## config.mk

```make
export PLATFORM = sky130hd
export DESIGN_NAME = control_seq
export DESIGN_NICKNAME = d
export VERILOG_FILES = /design/src/rtl/control_seq.sv
export SDC_FILE = /design/constraint.sdc
export NUM_CORES = 1
export LEC_CHECK = 0
export CAP_MARGIN = 5
export CORE_ASPECT_RATIO = 0.6
export CORE_UTILIZATION = 40
export DETAILED_ROUTE_END_ITERATION = 7
export DONT_BUFFER_PORTS = 1
export MAX_ROUTING_LAYER = met4
export PLACE_DENSITY = 0.65
export REMOVE_ABC_BUFFERS = 1
export SLEW_MARGIN = 30
export SYNTH_ARGS = -nofsm -noshare
export SYNTH_HDL_FRONTEND = slang
export SYNTH_SLANG_ARGS = --single-unit
export TNS_END_PERCENT = 50
```

## constraint.sdc

```tcl
create_clock -name clk -period 2.1 [get_ports clk]
set_input_delay 0.42 -clock clk [delete_from_list [all_inputs] [get_ports clk]]
set_output_delay 0.42 -clock clk [all_outputs]
set_load 0.02 [all_outputs]
```

## src/rtl/control_seq.sv

```systemverilog
// control_seq: clocked CPU control sequencer.
// Latches one instruction at a time through a valid/ready handshake, runs
// it for one or two cycles, holds memory strobes until mem_ack, and raises
// a sticky err when the memory never answers.
// Optional: define CTRL_STALL_CNT_EN to add the 16-bit saturating stall_cnt.
module control_seq #(
    parameter int RS_W     = 2,
    parameter int ALU_W    = 4,   // must be <= 5
    parameter int WAIT_MAX = 15   // must be >= 1
) (
    input  logic             clk,
    input  logic             rst_n,
    input  logic [7:0]       inst_in,
    input  logic             inst_valid,
    output logic             inst_ready,
    input  logic             carry,
    input  logic             mem_ack,
    output logic             M,
    output logic             MW,
    output logic             MC,
    output logic             J,
    output logic             LJ,
    output logic             CLI,
    output logic             LJR,
    output logic             RD,
    output logic             WR,
    output logic             WA,
    output logic             WC,
    output logic             S,
    output logic             Y,
    output logic [RS_W-1:0]  RS,
    output logic [ALU_W-1:0] ALU,
    output logic             cyc,
    output logic             busy,
    output logic             err
`ifdef CTRL_STALL_CNT_EN
    ,
    output logic [15:0]      stall_cnt
`endif
);

    localparam int CNT_W = $clog2(WAIT_MAX + 1);

    typedef enum logic [1:0] {IDLE, C0, C1, ERR} state_t;

    state_t           state, state_d;
    logic [7:0]       ir;
    logic [CNT_W-1:0] wait_cnt;

    logic simple, jtype, mtype, alur, alui, alu_wr;
    logic in_c0, in_c1, mem_wait, done, timeout, accept;

    // Instruction decode, handshake and control strobes.
    always_comb begin
        simple   = (ir[7:5] == 3'b000);
        jtype    = (ir[7:5] == 3'b111);
        mtype    = (ir[7:6] == 2'b10);
        alur     = (ir[7:6] == 2'b01);
        alui     = (ir[7:5] == 3'b110);
        in_c0    = (state == C0);
        in_c1    = (state == C1);
        alu_wr   = alur | (alui & in_c1);

        MC       = in_c0 & ir[7];
        M        = in_c1 & mtype;
        MW       = M & ir[5];
        mem_wait = MC | M;

        // Last cycle of the held instruction; one-shot strobes fire only here.
        done     = (in_c0 & ~ir[7]) | (in_c1 & (~mtype | mem_ack));
        timeout  = mem_wait & ~mem_ack & (wait_cnt == CNT_W'(WAIT_MAX - 1));

        // Gated by rst_n so the fetch side sees "not ready" for the whole reset.
        inst_ready = rst_n & ((state == IDLE) | done);
        accept     = inst_valid & inst_ready;

        LJ  = done & simple & ir[4] & ~ir[3];
        CLI = LJ & ir[1];
        LJR = LJ & ir[2];
        RD  = done & simple & ~ir[4] & ir[2];
        WR  = done & simple & ~ir[4] & ir[3];
        J   = done & jtype & in_c1 & ~(ir[4] & carry);
        WA  = done & ((mtype & ~ir[5]) | (alu_wr & ~(ir[4] & ~ir[3])));
        WC  = alu_wr & WA;

        S    = ir[4];
        Y    = ir[5];
        RS   = ir[RS_W-1:0];
        ALU  = ir[ALU_W-1:0];
        cyc  = in_c1;
        busy = in_c0 | in_c1;
    end

    // Next-state selection.
    always_comb begin
        // NOTE: default assigned first so every path drives state_d and no latch is inferred.
        state_d = state;
        unique case (state)
            IDLE: if (accept) state_d = C0;
            C0: begin
                if (ir[7]) begin
                    if (timeout)      state_d = ERR;
                    else if (mem_ack) state_d = C1;
                end else begin
                    state_d = accept ? C0 : IDLE;
                end
            end
            C1: begin
                if (timeout)   state_d = ERR;
                else if (done) state_d = accept ? C0 : IDLE;
            end
            ERR:     state_d = ERR;
            default: state_d = IDLE;
        endcase
    end

    // State, instruction register, wait counter and sticky error.
    always_ff @(posedge clk or negedge rst_n) begin
        if (!rst_n) begin
            state    <= IDLE;
            ir       <= 8'h00;
            wait_cnt <= '0;
            err      <= 1'b0;
        end else begin
            // NOTE: non-blocking so every register here updates from pre-edge values.
            state <= state_d;
            if (accept) ir <= inst_in;
            if (accept)
                wait_cnt <= '0;
            else if (mem_wait)
                wait_cnt <= mem_ack ? '0 : wait_cnt + CNT_W'(1);
            if (timeout) err <= 1'b1;
        end
    end

`ifdef CTRL_STALL_CNT_EN
    // Saturating count of every cycle a memory strobe waits without ack.
    always_ff @(posedge clk or negedge rst_n) begin
        if (!rst_n)
            stall_cnt <= 16'h0000;
        else if (mem_wait & ~mem_ack & (stall_cnt != 16'hFFFF))
            stall_cnt <= stall_cnt + 16'h0001;
    end
`endif

endmodule
```

==> reports/results.tsv <==
metric	value	unit
outcome	finished, violations left	
failed_checks	setup timing	
crit_slowest_cell	dfrtp_1	
cts_tree	built	
worstPathArrival	1700	ps
root_buffer	clkbuf_8	
antenna_found_initial	0	
dp_hpwl	1610	um
wl	2420	um
clock-sinks	15	
insertion_delay	250	ps
via_per_inst	5.49	
peakVddDrop	292	uV
critical_path.cell_chain	buf_6 > ha_4 > o21bai_4 > or3_4 > nor2_4 > and2_4	
wl_per_cell	15.0	um
slew_viol_final	0	
grt_pass1_wl	3620	um
holdCritPathClass	input port to flip-flop	
yosys_warnings	0	
synth.avg_cell_area	9.22	um2
layout.core_utilization	52.6	%
ys_types	32	
critPathBufInv	1	
critical_path.top_delay_family	simple AND/OR/NAND/NOR gates	
numPortBuffers	0	
setup_viol	3	
fin_ws	-21.5	ps
dp_slack	95.4	ps
fin_tns_setup	-42.8	ps
ant_nets	0	
ys_seq_elements	15	
syn_inst	115	
period_share	101	%
cts_buffer_depth	2	
power	0.604	mW
grt-ovfl-total	0	
ys_seq_area_share	35.4	%
nets	150	
num_io_pins	36	
crit_required	1680	ps
start_kind	flip-flop	
skew	5.42	ps
criticalPathCategory	flip-flop to output pin	
die_y	41.9	um
rsz0062_at_grt	true	
cts_buffers	3	
min_period	2120	ps
die_area	2870	um2
critical-path-max-stage-delay	420	ps
finalNonFillerCells	161	
grt_max_degree	16	
worst-slew-pin-transition	716	ps
num_antenna_cells	0	
end_kind	output pin	
drt-pass1-iter-count	4	
max_cap_violations	0	
yosys_most_used_dff	dfrtp_1	
initial_core_util	42.3	%
crit_fanout	3	
grtUsageTotal	18.1	%
grt_pass1_vias	762	
drive_gt1_share	36.4	%
globalplace.congestion	0.823	
leakagePower	0.604	nW
core	2500	um2
layout_common_cells	buf_4 (17), dfrtp_1 (15), nand2_1 (10), a21oi_1 (10)	
synth_area	1060	um2
max_freq	471	MHz
synth-edff-count	0	
clkTransAtPathRegs	70	ps
vias	884	
relSlewSlack	52.1	%
drt-initial-drc-count	45	
layout_commonest_cell	buf_4	
die_x	68.5	um
finalHoldViolCount	0	
area_growth	24.4	%
drt_drc_violations_left	0	
p_per_area	458	nW/um2
dp_cells	148	
async_flop_share	100	%
fp-row-count	14	
htreeDepth	1	
## metrics by stage
stage	hold WS (ps)	area (um2)
finish	257	1320
global route	262	1320
CTS	251	1260
detailed placement	125	1120
global placement	125	1120
floorplan	124	990
## synth_stat cells (2+ instances only)
master	number	share of area, %
dfrtp_1	15	35
a21oi_1	11	5.2
nand2_1	10	3.5
and2_1	7	4.1
ha_1	7	8.3
inv_1	7	2.5
nor2_1	7	2.5
buf_4	6	4.2
mux2_2	4	4.2
mux2_4	4	5.7
nand2b_1	4	2.4
a21o_1	3	2.1
nand3_1	3	1.4
or3_1	3	1.8
and2b_1	2	1.4
and3_1	2	1.2
buf_2	2	0.94
o2111ai_1	2	1.7
o211ai_1	2	1.4
o21ai_1	2	0.94
## path summary, 6_finish.rpt
path | startpoint | to | slack [ps] | depth (start not counted)
setup / recovery | state[1]$_DFFE_PN0P_ | CLI | -20 | 6
hold / removal | mem_ack | err$_DFFE_PN0P_ | 260 | 1
setup reg to reg | state[1]$_DFFE_PN0P_ | state[1]$_DFFE_PN0P_ | 60 | 8
hold reg to reg | wait_cnt[3]$_DFFE_PN0P_ | wait_cnt[3]$_DFFE_PN0P_ | 580 | 2
max in group asynchronous | rst_n | ir[5]$_DFFE_PN0N_ | 990 | 1
min in group asynchronous | rst_n | wait_cnt[3]$_DFFE_PN0P_ | 660 | 1
## routing by layer
| metal | track usage (%) | vias up | share of wire, % |
|---|---|---|---|
| li1 | - | 424 | - |
| met1 | 24.4 | 428 | 47 |
| met2 | 25.7 | 30 | 46 |
| met3 | 6.32 | 2 | 6.3 |
| met4 | 5.00 | 0 | 0.33 |
| met5 | - | - | 0 |
## sequential cells by signal, summed over array words and instances (netlist names)
| register | count |
|---|---|
| err | 1 |
| ir | 8 |
| state | 2 |
| wait_cnt | 4 |
## power by group
part	switching, mW	leakage, nW	internal, mW
Combinational	0.0226	0.413	0.0202
Clock	0.113	0.0217	0.134
Sequential	0.0175	0.169	0.297
Total	0.153	0.604	0.451
## timing repair
item / CTS / global route
buffers inserted: 5 / 3
cloned: 0 / 0
hold endpoints to repair: 15 / 0
pin swaps: 1 / 3
gates resized for setup: 18 / 5
hold buffers: 1 / 0
endpoints found under the setup margin: 6 / 8
## final cells by class
cell class | count | area (um2)
clock buffers | 3 | 41.3
clock inverters | 1 | 7.51
fillers | 211 | 1190
inverters | 7 | 26.3
multi-input cells | 83 | 659
flip-flops and latches | 15 | 375
well taps | 32 | 40.0
repair buffers | 20 | 169
## logic make-up after synthesis
kind of cell,count (synthesis),synth area share [%]
muxes,8,9.92
and+or+nand+nor,42,21.0
DFF,15,35.4
adders and majority gates,7,8.26
buffers and inverters,17,9.09
AOI/OAI and AO/OA,26,16.3
Note: power is estimated with default switching activity, not from simulation.
